--- src/rtl/branch_sequencer.sv ---
// Five-state conditional-branch sequencer: subtract, judge, compute target, complete.
// Optional BRANCH_SEQ_STATS_EN adds saturating taken/not-taken counters.
module branch_sequencer #(
    parameter int XLEN    = 16,
    parameter int PC_STEP = 4
) (
    input  logic            clk,
    input  logic            rst,
    input  logic            req_valid,
    output logic            req_ready,
    input  logic [XLEN-1:0] rs1_val,
    input  logic [XLEN-1:0] rs2_val,
    input  logic [1:0]      btype,
    input  logic [XLEN-1:0] pc,
    input  logic [XLEN-1:0] offset,
    input  logic            flush,
    output logic            busy,
    output logic            done,
    output logic            taken,
    output logic [XLEN-1:0] pc_next,
    output logic            pc_write
`ifdef BRANCH_SEQ_STATS_EN
    ,
    input  logic            stats_clear,
    output logic [15:0]     taken_count,
    output logic [15:0]     not_taken_count
`endif
);

    typedef enum logic [2:0] {
        IDLE   = 3'd0,
        SUB    = 3'd1,
        JUDGE  = 3'd2,
        TARGET = 3'd3,
        DONE   = 3'd4
    } state_t;

    state_t state, state_nxt;

    logic [XLEN-1:0] rs1_q, rs2_q, pc_q, off_q;
    logic [1:0]      btype_q;
    logic [XLEN:0]   diff_q;
    logic            cond_q;
    logic            cond;
    logic            accept;

    assign req_ready = (state == IDLE) && !flush && !rst;
    assign accept    = req_valid && req_ready;
    assign busy      = (state != IDLE);
    assign done      = (state == DONE);
    assign pc_write  = done && taken;

    always_comb begin
        state_nxt = state;
        case (state)
            IDLE:    if (accept) state_nxt = SUB;
            SUB:     state_nxt = flush ? IDLE : JUDGE;
            JUDGE:   state_nxt = flush ? IDLE : TARGET;
            TARGET:  state_nxt = flush ? IDLE : DONE;
            DONE:    state_nxt = IDLE;
            default: state_nxt = IDLE;
        endcase
    end

    always_ff @(posedge clk or posedge rst) begin
        if (rst) state <= IDLE;
        else     state <= state_nxt;
    end

    // diff is one bit wider than the operands, so its sign bit is always exact
    always_comb begin
        cond = 1'b0;
        case (btype_q)
            2'd0: cond = (diff_q == '0);
            2'd1: cond = !diff_q[XLEN];
            2'd2: cond = !diff_q[XLEN] && (diff_q != '0);
            2'd3: cond = (diff_q != '0);
            default: cond = 1'b0;
        endcase
    end

    always_ff @(posedge clk or posedge rst) begin
        if (rst) begin
            rs1_q   <= '0;
            rs2_q   <= '0;
            pc_q    <= '0;
            off_q   <= '0;
            btype_q <= '0;
            diff_q  <= '0;
            cond_q  <= 1'b0;
            taken   <= 1'b0;
            pc_next <= '0;
        end else begin
            if (accept) begin
                rs1_q   <= rs1_val;
                rs2_q   <= rs2_val;
                pc_q    <= pc;
                off_q   <= offset;
                btype_q <= btype;
            end
            if (state == SUB && !flush)
                diff_q <= {rs1_q[XLEN-1], rs1_q} - {rs2_q[XLEN-1], rs2_q};
            if (state == JUDGE && !flush)
                cond_q <= cond;
            // visible results only change for branches that will reach DONE
            if (state == TARGET && !flush) begin
                taken   <= cond_q;
                pc_next <= cond_q ? (pc_q + off_q) : (pc_q + XLEN'(PC_STEP));
            end
        end
    end

`ifdef BRANCH_SEQ_STATS_EN
    always_ff @(posedge clk or posedge rst) begin
        if (rst) begin
            taken_count     <= '0;
            not_taken_count <= '0;
        end else if (stats_clear) begin
            taken_count     <= '0;
            not_taken_count <= '0;
        end else if (state == DONE) begin
            if (taken && taken_count != '1)
                taken_count <= taken_count + 16'd1;
            if (!taken && not_taken_count != '1)
                not_taken_count <= not_taken_count + 16'd1;
        end
    end
`endif

endmodule

--- config.mk ---
export PLATFORM = sky130hd
export DESIGN_NAME = branch_sequencer
export DESIGN_NICKNAME = d
export VERILOG_FILES = /design/src/rtl/branch_sequencer.sv
export SDC_FILE = /design/constraint.sdc
export NUM_CORES = 1
export LEC_CHECK = 0
export BUFFER_PORTS_ARGS = -buffer_cell sky130_fd_sc_hd__clkbuf_2
export CAP_MARGIN = 20
export CORE_ASPECT_RATIO = 1.1
export CORE_MARGIN = 2
export CORE_UTILIZATION = 50
export CTS_BUF_LIST = sky130_fd_sc_hd__clkbuf_4 sky130_fd_sc_hd__clkbuf_8
export DETAILED_ROUTE_END_ITERATION = 6
export PLACE_DENSITY = 0.79
export SYNTH_ARGS = -nofsm -noshare
export SYNTH_HDL_FRONTEND = slang
export SYNTH_SLANG_ARGS = --single-unit
--- constraint.sdc ---
create_clock -name clk -period 3.05 [get_ports clk]
set_input_delay 0.305 -clock clk [delete_from_list [all_inputs] [get_ports clk]]
set_output_delay 0.305 -clock clk [all_outputs]
set_load 0.005 [all_outputs]
; Yosys cells after proc, flatten, opt, wreduce, memory -nomap -nowiden
; Cells that the tools add are included.
[word_totals]
mem_count = 0
latchBits = 0
reg_bits = 104
elab_cells = 44
rom_bits = 0
mem_bits_rw = 0
[classes]
magnitude_cmp = 0
add_sub_neg = 3
reduce_logical = 16
shifts = 0
multipliers = 0
bitwise_logic = 0
mux = 7
eq_ne = 8
div_mod_pow = 0
[op_table]
columns = cell, count
row1 = $logic_not A17 Y1, 1
row2 = $reduce_bool A17 Y1, 1
row3 = $sub A16 B16 Y17, 1
row4 = $add A16 B16 Y16, 1
row5 = $add A16 B3 Y16 const B, 1
row6 = $mux W16, 1
row7 = $pmux W3 S4, 1
row8 = $logic_and A1 B1 Y1, 8
row9 = $eq A3 B2 Y1 const B, 2
row10 = $mux W3, 2
row11 = $eq A2 B2 Y1 const B, 2
row12 = $mux W2, 2
row13 = $pmux W1 S4, 1
row14 = $eq A3 B1 Y1 const B, 1
row15 = $eq A3 B3 Y1 const B, 1
row16 = $logic_not A1 Y1, 3
row17 = $logic_not A3 Y1, 1
row18 = $reduce_bool A3 Y1, 1
row19 = $eq A2 B1 Y1 const B, 1
row20 = $logic_not A2 Y1, 1
row21 = $ne A2 B2 Y1 const B, 1

; Longest topological paths before layout
; Gate-level depths: netlist (run 1).
[logic_depth]
depth_word = 6
mapped_depth = 9

; Least setup slack after synthesis (run 1)
; No wires, ideal clock.
[synth_timing]
kind = register to register
start = register pc_q[0]
end = register pc_next[14]
stages_incl_launch_ff = 8
n_path_buf = 0
arrival_time_ns = 2.088
setup_ns = 0.126
synth_period_minus_slack_ns = 2.214
required_ns = 2.924
path_slack_ns = 0.836
path_cell_list = dfrtp_1 -> ha_1 -> fa_1 -> a211oi_2 -> o21ai_0 -> a31oi_1 -> a21oi_1 -> a221o_1
[synth_between]
elab_chain_cells = 2
[synth_rtl]
columns = item, line_no
row1 = start: declaration, 40  ; logic [XLEN-1:0] rs1_q, rs2_q, pc_q, off_q;
row2 = start signal: assignment, 97  ; pc_q <= pc;
row3 = $add A16 B3 Y16 / $add A16 B16 Y16 (equally long branches), 108  ; pc_next <= cond_q ? (pc_q + off_q) : (pc_q + XLEN'(PC_STEP));
row4 = $mux W16 (*), 108
row5 = end signal: assignment, 108
row6 = end: declaration, 20  ; output logic [XLEN-1:0] pc_next,
; Every way passes the cells marked *; elsewhere a longest branch is shown, timed or not.
; A chain may end at the register's enable or synchronous reset.

; Worst setup path after layout (run 1)
[layout_timing]
start = register pc_q[0]
end = register pc_next[12]
; Same word-level chain as after synthesis.

==> impl_summary.md, run 1 <==
Status
The run finished with clean final reports.

Worst setup path
STA classifies the critical path startpoint as a register. The signal on the critical path passes through ha_1 -> fa_1 -> a211oi_2 -> o21ai_0 -> a31oi_1 -> a21oi_1 -> xnor2_1 -> o21ai_0. Data arrives at the worst endpoint at 2790 ps.

The worst endpoint required time is 3350 ps. The register-to-register setup slack is 560 ps. The delay of the slowest cell on the worst path is between 400 and 500 ps. For this design, the slowest cell found on the critical path is fa_1. The endpoint kind of the worst setup timing path is a register. The critical-path maximum fanout is 4. In this design, the critical path's most frequently occurring cell is o21ai_0. The worst setup path is of the reg2reg kind.

Logic synthesis
After synthesis, the netlist uses 61 different library cells. For this run, the leading register cell type out of synthesis is dfrtp_1. For this run, the number of Yosys warnings is 0. The cell taking the most area after synthesis is dfrtp_1.

After synthesis, the mean cell area works out to between 10 and 15 um^2. The number of synthesized flops with an enable pin is 0. Counting flops with an async set or reset pin after synthesis yields a share of 1.00. The register bit count reported by yosys is roughly 100.

Of the synthesized area, sequential elements account for 0.446. In the post-synthesis netlist, the biggest area contributors are dfrtp_1 (45%), mux2_2 (12%), ha_1 (6.9%), o21ai_0 (3.3%), nand2_1 (3.0%). Synthesis produced ~550 cells. The portion of synthesized cell area occupied by the leading cell type is 0.446. The total nets after synthesis is about 660. The cell area that synthesis handed to floorplanning was 5830 um^2.

Route
The first-iteration detailed-routing DRC count is 131. The total via count in the routed design is 4379. The number of DRC violations after detailed routing is 0. The count of TritonRoute iterations in the first routing pass is 4. The average via count per standard cell is roughly 5.5. For this block, the routed nets add up to ~12000 um of wire. The detail-routed net length per standard cell is 14.7 um. The detail route stage leaves a number of antenna-violating nets equal to 0.

Clocking
The deepest level of the CTS H-tree is 3. The CTS root buffer is clkbuf_8. The clock latency reported for the late side of the worst-skew pair is 390 ps. The count of hold buffers inserted by post-cts repair is 0. TritonCTS built the clock tree.

Clock tree synthesis inserted a total of 9 buffers. The number of gates resized after cts is 0. After clock tree synthesis, the setup repair step added 0 buffers. The worst-case clock buffer depth is 2. The clock-pin slew reported for the worst setup and hold paths after clock tree synthesis is ~100 ps.

The clock sink total is between 100 and 150.

Finish
The multi-input gate area in the final layout is roughly 3000 um^2. 0 antenna diodes ended up in the layout. The area overhead of the layout relative to synthesis is 14.1%.

The net count reported at finish is 747. The most common library cell in the layout ignoring fill and taps is dfrtp_1. Leaving out fill and tap cells, the most frequent cells in the layout are dfrtp_1 (104), clkbuf_2 (90), mux2_2 (62). In the final layout, the share of cells above drive strength 1 is 0.287. The storage element area is roughly 2600 um^2. The number of cells in the finished layout apart from fillers is roughly 800. Fill cells in the final layout number about 970.

Timing
The total count of max-transition violations in the final report is 0. Subtracting the final worst setup slack from the clock period gives between 2000 and 2500 ps. The summed negative setup slack over all endpoints is 0 ps. The final number of setup-violating endpoints is 0. The share of the clock period used by the worst path after layout is 0.815.

The worst pin sits at a relative slew slack of 0.429. For the pin with the worst max-slew slack, the measured transition is 857 ps. The hold violation total from the final report came to 0. For this run, the top clock speed supported by timing is between 0.4 and 0.5 GHz. Setup repair after global routing left no endpoint under its margin.

Across the routed clock network, the largest skew measured is around 11 ps.

Die
The width of the die is 107 um. The initial standard-cell utilization of the core is 0.510. In this run the standard cell core region covers between 10000 and 15000 um^2. From bottom edge to top edge, the die measures between 100 and 150 um. The floorplan has 41 rows. The floorplan step defined a die boundary enclosing roughly 13000 um^2. In this run the count of I/O pins placed on the die edge is 91.

Power
Across the VDD grid, the largest voltage drop is approximately 0.39 mV. The power density over the cells is approximately 870 nW/um^2. Summed over all cells, the static leakage comes to between 3 and 4 nW.

Global route
For this run, global-route usage on met1 was measured as 0.236. The overall routing resource usage is 0.201. Entering global routing, the biggest net connects 71 pins. For met3 alone, demand over resource in global routing was 0.0332. After global routing, the most crowded layer is met2.

The number of antenna violations at the first check in global routing was 0. The total overflow left after global routing is 0. In the global route stage, met2 resource usage came out at 0.360. The number of global-route vias before repair is approximately 4400. The first global-routing pass estimated 19800 um of wire.

Placed design
Once placement completed, the tool counted placed cells totaling roughly 780. The final weighted congestion in routability-driven placement is around 0.86. Detailed placement ended at an HPWL of roughly 9000 um. Input and output buffers added on the ports amount to 90.

Flow run
The tool flagged a number of max-cap violations equal to 0.

Min path
The worst hold-check path type is in2reg.
cell families (layout without fill, tap and decap cells):
group / Yosys count / in the layout / synth area share
AOI/OAI and AO/OA: 134 / 134 / 0.150
xor gates and xnor gates: 26 / 26 / 0.0391
adders and majority gates: 34 / 34 / 0.0756
buffers and inverters: 42 / 136 / 0.0322
DFF: 104 / 104 / 0.446
muxes: 70 / 70 / 0.135
and+or+nand+nor: 144 / 144 / 0.122
state kept, by name, indices dropped and copies added, names as in the netlist:
signal   cells
rs1_q       16
diff_q      17
rs2_q       16
state        3
taken        1
pc_q        16
cond_q       1
off_q       16
btype_q      2
pc_next     16
worst max-delay path: cells and delay by family (launching register included):
family	cells	cell delay (ps)
compound gates	5	1160
xor+xnor	1	150
fa+ha+maj	2	690
flops	1	400
report_power, final:
group	switching [mW]	internal [mW]	total, mW
Sequential	0.349	1.84	2.19
Combinational	1.38	1.26	2.64
Clock	0.472	0.480	0.953
synthesized netlist by cell type, drive strengths merged (4+ instances only):
library cell  instances
a22oi                 4
nand3                15
nand2                47
nor2                 35
o21a                 11
inv                  24
xnor2                18
mux2                 67
nor4                  5
a21o                 11
xor2                  8
o211ai                5
o31ai                 6
ha                   32
and3                  5
clkbuf                7
buf                  10
a21oi                31
nor3                 11
nor3b                 6
a211oi                4
dfrtp               104
o21ai                43
final cells by class:
type                       instances  share of cell area
tap                              150              0.0282
clock buffer                      10              0.0207
multi-input combinational        408               0.457
sequential                       104               0.391
timing repair buffer              95              0.0753
clock inverter                     6              0.0124
inverter                          25              0.0145
layer usage:
layer	up-vias	part of all wire
met3	23	0.046
met4	0	0.026
li1	2179	-
met5	-	0
met2	122	0.51
met1	2055	0.42
stage by stage:
stage / instance area [um^2] / setup WS [ps] / util / total power, mW / hold WS, ps
floorplan: 5830 / 12.8 / - / 4.18 / 437
global placement: 6430 / 630 / 0.562 / 4.73 / 463
detailed placement: 6430 / 579 / 0.562 / 4.84 / 467
CTS: 6650 / 564 / 0.581 / 5.82 / 109
global route: 6650 / 354 / 0.581 / 6.27 / 119
finish: 6650 / 563 / 0.581 / 5.78 / 127
worst paths after layout:
path / end / from / cells past startpoint
min: btype_q[0] / btype[0] / 2
max reg2reg: pc_next[12] / pc_q[0] / 8
min in group asynchronous: state[0] / rst / 2
min reg2reg: diff_q[4] / diff_q[4] / 1
max in group asynchronous: diff_q[16] / rst / 3
max: pc_next[12] / pc_q[0] / 8
Power figures use the tool's default switching activity.
==> inputs of run 2 (changes only) <==
--- a/config.mk
+++ b/config.mk
@@ -5,6 +5,7 @@
 export SDC_FILE = /design/constraint.sdc
 export NUM_CORES = 1
 export LEC_CHECK = 0
+export ABC_AREA = 1
 export BUFFER_PORTS_ARGS = -buffer_cell sky130_fd_sc_hd__clkbuf_2
 export CAP_MARGIN = 20
 export CORE_ASPECT_RATIO = 1.1
==> constraint.sdc (replaced) <==
create_clock -name clk -period 2.2 [get_ports clk]
set_input_delay 0.22 -clock clk [delete_from_list [all_inputs] [get_ports clk]]
set_output_delay 0.22 -clock clk [all_outputs]
set_load 0.005 [all_outputs]
==> impl_summary.md, run 2 <==
Finish
The area overhead of the layout relative to synthesis is 13.3%. The library cells used most frequently in the layout, excluding fill and tap cells, are nand2_1 (210), inv_1 (113), dfrtp_1 (104). The most common library cell in the layout ignoring fill and taps is nand2_1. The final non-filler cell area is 7270 um^2 (+9.3%). The antenna diode instance count came to 0 (unchanged). The layout cell share with drive strength beyond 1 is 0.187 (-0.100). The number of cells in the finished layout apart from fillers is 1057 (+32%).

The net count reported at finish is 999 (+34%). The register with the most flip-flops in the final layout is diff_q. The number of flip-flops in the largest register was 17 (unchanged).

Die
The height of the die is 123 um (+4.7%). The area of the core is 12600 um^2 (+10%). The width of the die is 112 um (+4.7%).

The number of I/O pins is 91 (unchanged). The initial standard-cell utilization of the core is 0.510 (about the same). The full die area came to 13800 um^2 (+9.7%). The row count is 43 (+4.9%).

Global route
The overall routing resource usage was 0.223 (+0.0221). The number of global-route vias before repair was 5286 (+21%). The final global-route overflow total is 0 (unchanged). The largest net degree at the start of global routing is 96 (+35%). The number of antenna violations at the first check in global routing is 0 (unchanged). The first-pass GRT wire length is 24500 um (+24%).

Worst setup path
Traced cell by cell, the critical path runs through ha_1 -> fa_1 -> o21ai_0 -> buf_4 -> nand2_1 -> nand2_1 -> nand3_1 -> nand2_1 -> nand2_1 -> nand3_1 -> nand2_1. The worst setup path startpoint is rs2_q[0]. STA classifies the critical path startpoint as a register. The slowest cell on the critical path is dfrtp_1.

The delay of the slowest cell on the worst path is 410 ps (-30 ps). The cell seen most often among critical-path stages is nand2_1. The endpoint kind of the worst setup timing path is a register. The critical path in this run is classified as reg2reg.

The critical-path maximum fanout is 4 (unchanged). The startpoint of the worst register-to-register path is rs2_q[0]. The worst endpoint required time is 2510 ps (-840 ps). The data arrival time at the worst-slack endpoint is 2220 ps (-570 ps).

Route
The number of DRC violations after detailed routing was 0 (unchanged). The first-iteration detailed-routing DRC count is 207 (+58%). The count of TritonRoute iterations in the first routing pass is 5 (+1). The average via count per standard cell is 5.03 (-8.4%). The total via count in the routed design was 5314 (+21%).

The total routed wirelength is 14200 um (+20%). The detail-routed net length per standard cell came to 13.4 um (-9.0%). The antenna violation net count after detailed routing is 0 (unchanged).

Clocking
The deepest level of the CTS H-tree is 3 (unchanged). The number of gates resized after cts is 0 (unchanged). The CTS root buffer is clkbuf_8. The count of hold buffers inserted by post-cts repair is 1 (+1). The number of buffers inserted by post-CTS setup repair came to 0 (unchanged).

The TritonCTS clock tree is done. The worst-case clock buffer depth is 2 (unchanged). The clock sink total is 104 (unchanged). The clock latency reported for the late side of the worst-skew pair is 410 ps (+20 ps). The number of buffers inserted during clock tree synthesis came to 9 (unchanged). The clock-pin slew reported for the worst setup and hold paths after clock tree synthesis was 110 ps (about the same).

Logic synthesis
The most frequently used flop master after synthesis is dfrtp_1. The synthesized instance count came to 802 (+45%). The most common cell in the netlist is nand2_1. The portion of synthesized cell area occupied by the leading cell type came to 0.406 (-0.0408). The cell taking the most area after synthesis is dfrtp_1. By area the synthesized netlist is led by dfrtp_1 (41%), nand2_1 (12%), mux2_4 (8.7%), inv_1 (6.7%), ha_1 (6.2%). The number of warnings reported in the yosys synthesis log is 0 (unchanged). The register bit count reported by yosys is 104 (unchanged). After synthesis, the most frequently instantiated cells are nand2_1 (210), inv_1 (114), dfrtp_1 (104), nor2_1 (78), a21oi_1 (63). The number of synthesized flops with an enable pin is 0 (unchanged). The fraction of the yosys area taken by sequential cells came to 0.406 (-0.0408). The total nets after synthesis is 906 (+38%). The async set-or-reset flop fraction in the synthesized netlist is 1.00 (unchanged). The per-instance average area after synthesis was 8.00 um^2 (-24%). The post-synth design cell area is 6410 um^2 (+10%).

The number of distinct library cell variants in the gate-level netlist after synthesis is 33 (-46%).

Timing
The final number of setup-violating endpoints came to 0 (unchanged). The hold violation total from the final report is 0 (unchanged). The smallest setup slack after layout is 293 ps (-270 ps). Setup repair after global routing left no endpoint under its margin. The summed negative setup slack over all endpoints was 0 ps (unchanged).

The setup clock skew after layout is 17.4 ps (+6.80 ps). The actual slew at the worst max-slew pin was 539 ps (-318 ps). The share of the clock period used by the worst path after layout came to 0.867 (+0.0515). The total count of max-transition violations in the final report was 0 (unchanged). The maximum clock frequency was 0.524 GHz (+30%). The clock period minus final worst setup slack was 1910 ps (-580 ps).

The worst relative slew slack came to 0.641 (+0.212).

Power
The power after layout was 11.8 mW (+100%). The leakage power is 4.10 nW (+30%). The power density over the cells is 1620 nW/um^2 (+86%). The maximum resistive drop on vdd was 0.975 mV (+150%).

Placed design
The post-placement worst setup slack is 291 ps (-289 ps). The number of placed instances with taps included came to 1040 (+33%). The area after detailed placement was 7020 um^2 (+9.2%). The final weighted congestion in routability-driven placement is 0.914 (+6.0%). The placed wire-length estimate was 10800 um (+20%). The number of input and output port buffers inserted is 90 (unchanged).

Flow run
The reported max-cap violation count was 0 (unchanged).

Min path
The startpoint of the lowest-slack hold path is rs1_val[15]. The worst hold-check path type is in2reg.

Status
The flow ran to the end, and the final reports show no timing, DRC or antenna violations.
-- run 2: cell types whose count changed after synthesis, moves of 6 or more --
| cell | change |
|---|---|
| a21o_1 | -11 |
| a21oi_1 | +32 |
| inv_1 | +90 |
| or2_2 | +9 |
| nor2_1 | +45 |
| mux2_2 | -62 |
| buf_6 | +7 |
| xnor2_1 | -16 |
| o21a_1 | -8 |
| nand3_1 | +35 |
| nand2_1 | +163 |
| nor3b_1 | -6 |
| mux2_4 | +37 |
-- run 2: power breakdown --
group | internal (mW) | switching (mW) | leakage, nW
sequential | 2.85 | 0.656 | 1.22
clock | 0.664 | 0.724 | 0.118
combinational | 2.85 | 4.03 | 2.75
-- run 2: logic make-up after synthesis --
family,synth area share
buffers and inverters,0.0903
flip-flops,0.406
multiplexers,0.0866
XOR/XNOR,0.00956
AND/OR/NAND/NOR,0.247
adder cells (fa/ha/maj),0.0687
AO/OA/AOI/OAI,0.0925
-- run 2: final cells by class --
class,count,area [um^2]
multi-input cells,565,3230
clock inverters,7,109
clock buffers,9,124
flip-flops and latches,104,2600
well taps,157,196
inverters,115,435
fillers,1212,5320
repair buffers,100,566
-- run 2: worst max-delay path, delay by kind of cell, from the launching register on --
family / cells / cell delay (ps)
buffers and inverters: 1 / 150
DFF: 1 / 410
adders and majority gates: 2 / 610
AOI/OAI and AO/OA: 1 / 180
and+or+nand+nor: 7 / 470
-- run 2: worst paths after layout --
path	endpoint	slack, ps	depth (start not counted)
worst max-delay path	diff_q[12]	290	11
worst min-delay path	rs1_q[15]	40	2
worst max register to register	diff_q[12]	290	11
worst min register to register	diff_q[9]	500	2
max in group asynchronous	off_q[11]	1220	4
min in group asynchronous	state[2]	360	3
-- run 2: layer usage --
layer | vias up | track usage | routed length, um
met4 | 0 | 0.0755 | 249
li1 | 2764 | - | -
met2 | 104 | 0.396 | 7090
met1 | 2428 | 0.276 | 6290
met3 | 18 | 0.0405 | 541
met5 | - | 0 | 0
-- run 2: per-stage QoR --
stage          hold WS, ps   util
3_3_place_gp           245  0.558
2_1_floorplan          369      -
5_1_grt               22.9  0.577
4_1_cts               16.8  0.577
6_report              37.8  0.577
3_5_place_dp           246  0.558
==> inputs of run 3 (changes only) <==
--- a/config.mk
+++ b/config.mk
@@ -14,6 +14,8 @@
 export CTS_BUF_LIST = sky130_fd_sc_hd__clkbuf_4 sky130_fd_sc_hd__clkbuf_8
 export DETAILED_ROUTE_END_ITERATION = 6
 export PLACE_DENSITY = 0.79
+export REMOVE_ABC_BUFFERS = 1
+export SLEW_MARGIN = 15
 export SYNTH_ARGS = -nofsm -noshare
 export SYNTH_HDL_FRONTEND = slang
 export SYNTH_SLANG_ARGS = --single-unit
==> impl_summary.md, run 3 (synthesized netlist as in run 2, its figures left out) <==
Min path
The count of cells along the worst hold path is 2 (unchanged). In this run the most critical hold path is launched from rs1_val[15]. The worst hold-check path type is in2reg. For hold timing, the worst endpoint is rs1_q[15].

Route
The number of DRC violations after detailed routing is 0 (unchanged). The total routed wirelength was 13600 um (-4.0%). The antenna violation net count after detailed routing came to 0 (unchanged). The average via count per standard cell is 5.00 (-0.64%). The first-iteration detailed-routing DRC count is 248 (+20%). The count of TritonRoute iterations in the first routing pass is 5 (unchanged). The total via count in the routed design is 5280 (-0.64%). The detail-routed net length per standard cell is 12.9 um (-4.0%).

Worst setup path
The register-to-register setup slack came to 230 ps (-60 ps). The number of cell instances on the worst register-to-register path is 11 (unchanged). STA classifies the critical path startpoint as a register.

The worst setup path is of the reg2reg kind. The worst register-to-register path begins at rs2_q[0]. The endpoint of the worst-slack reg-to-reg timing path is diff_q[12]. The worst endpoint required time is 2490 ps (-20 ps).

The worst setup path is captured at a register. The data arrival time at the worst-slack endpoint is 2260 ps (+40 ps). The critical-path maximum fanout is 4 (unchanged).

Status
The flow ran to the end, and the final reports show no timing, DRC or antenna violations.

Finish
The layout cell share with drive strength beyond 1 is 0.187 (unchanged). The multi-input gate area in the final layout is 3230 um^2 (unchanged). The storage element area is 2600 um^2 (unchanged). The library cells used most frequently in the layout, excluding fill and tap cells, are nand2_1 (210), inv_1 (113), dfrtp_1 (104). The number of flip-flops in the largest register is 17 (unchanged). The final-layout fill cell count is 1226 (+1.2%). The most common library cell in the layout ignoring fill and taps is nand2_1. The antenna diode instance count is 0 (unchanged). The area overhead of the layout relative to synthesis is 12.2%. Ranked by flip-flop count, first place goes to diff_q.

The net count reported at finish is 999 (unchanged).

Timing
The smallest setup slack after layout is 229 ps (-64.3 ps). The clock period minus final worst setup slack is 1970 ps (+64.3 ps). The hold slack is 52.7 ps (+14.9 ps). The hold violation total from the final report was 0 (unchanged). The total count of max-transition violations in the final report came to 0 (unchanged). The final number of setup-violating endpoints is 0 (unchanged). The actual slew at the worst max-slew pin came to 587 ps (+48.1 ps).

The setup clock skew after layout is 16.3 ps (-1.10 ps). The maximum clock frequency was 0.507 GHz (-3.3%). Setup repair after global routing left no endpoint under its margin. The share of the clock period used by the worst path after layout is 0.896 (+0.0292).

The worst relative slew slack is 0.608 (-0.0321).

Global route
The largest net degree at the start of global routing is 96 (unchanged). The number of antenna violations at the first check in global routing is 0 (unchanged). The number of global-route vias before repair is 5288 (+0.038%). The first-pass GRT wire length was 24200 um (-1.2%). The overall routing resource usage is 0.217 (-0.00562).

The final global-route overflow total was 0 (unchanged).

Placed design
The final weighted congestion in routability-driven placement is 0.929 (+1.7%). The post-placement worst setup slack is 243 ps (-47.5 ps). The number of input and output port buffers inserted was 90 (unchanged).

The placed wire-length estimate was 10500 um (-2.5%).

Die
The initial standard-cell utilization of the core is 0.510 (unchanged). The row count is 43 (unchanged). The height of the die is 123 um (unchanged). The area of the core is 12600 um^2 (unchanged). The width of the die is 112 um (unchanged).

The full die area is 13800 um^2 (unchanged). The number of I/O pins is 91 (unchanged).

Clocking
The clock sink total came to 104 (unchanged). The worst-case clock buffer depth is 2 (unchanged). The deepest level of the CTS H-tree is 3 (unchanged). The clock latency reported for the late side of the worst-skew pair is 390 ps (-20 ps). The number of buffers inserted during clock tree synthesis is 9 (unchanged). The clock-pin slew reported for the worst setup and hold paths after clock tree synthesis is 100 ps (about the same). The number of buffers inserted by post-CTS setup repair is 0 (unchanged). The number of gates resized after cts is 0 (unchanged). The CTS root buffer is clkbuf_8.

The TritonCTS clock tree is done.

Power
The power share of the sequential group is 0.306 (+0.008). The power density over the cells came to 1580 nW/um^2 (-2.4%). The power after layout is 11.4 mW (-3.3%). The internal power was 6.13 mW (-3.7%).

The maximum resistive drop on vdd is 0.869 mV (-11%). The clock group share of total power was 0.098 (-0.020). The fraction of power spent switching nets was 0.462 (+0.00201).

The switching power of the nets came to 5.25 mW (-2.9%). The part of the total power dissipated in combinational logic is 0.596 (+0.011). The leakage power is 4.07 nW (-0.73%).

Flow run
The reported max-cap violation count is 0 (unchanged).
-- run 3: critical path, cell delays in order, from the launching register on --
cell and delay [ps]:
dfrtp_1 410, ha_1 210, fa_1 400, o21ai_0 200
buf_4 150, nand2_1 50, nand2_1 120, nand3_1 110
nand2_1 70, nand2_1 40, nand3_1 60, nand2_1 50
-- run 3: power groups by stage --
stage	clock network, mW	registers [mW]	logic, mW
4_1_cts	1.15	3.48	6.82
2_1_floorplan	0	3.36	5.25
6_report	1.11	3.48	6.79
3_5_place_dp	0	3.51	6.78
5_1_grt	1.24	3.61	7.90
3_3_place_gp	0	3.48	6.66
-- run 3: area by class of cell --
| class | instances | area share |
|---|---|---|
| clock inverters | 6 | 0.00591 |
| well taps | 157 | 0.0273 |
| clock buffers | 10 | 0.0191 |
| flip-flops and latches | 104 | 0.361 |
| inverters | 115 | 0.0603 |
| repair buffers | 100 | 0.0768 |
| multi-input cells | 565 | 0.449 |
-- run 3: worst max path at each step --
stage,start,end
finish,rs2_q[0],diff_q[12]
global route,rs2_q[0],diff_q[12]
CTS,rs2_q[0],diff_q[12]
global placement,rs1_q[0],diff_q[12]
floorplan,rst,btype_q[0]
detailed placement,rs1_q[0],diff_q[12]
-- run 3: routing by layer --
metal  wire (um)  track usage  share of wire  vias up
met5           0            0              0        -
met4         342       0.0617          0.025        0
met3         503       0.0454          0.037       21
met2        6750        0.379           0.50      101
met1        6010        0.276           0.44     2408
li1            -            -              -     2750
-- run 3: through the flow --
| stage | cell area, um^2 | util | TNS (ps) | instances |
|---|---|---|---|---|
| 4_1_cts | 7200 | 0.572 | 0 | 1057 |
| 2_1_floorplan | 6270 | - | -78230 | 784 |
| 3_5_place_dp | 7010 | 0.557 | 0 | 1040 |
| 5_1_grt | 7200 | 0.572 | 0 | 1057 |
| 3_3_place_gp | 7010 | 0.557 | 0 | 1040 |
| 6_report | 7200 | 0.572 | 0 | 1057 |
-- run 3: timing repair --
item                                    4_1_cts  5_1_grt
hold buffers                                  1        0
endpoints found under the setup margin        0        0
endpoints found under the hold margin        44        0
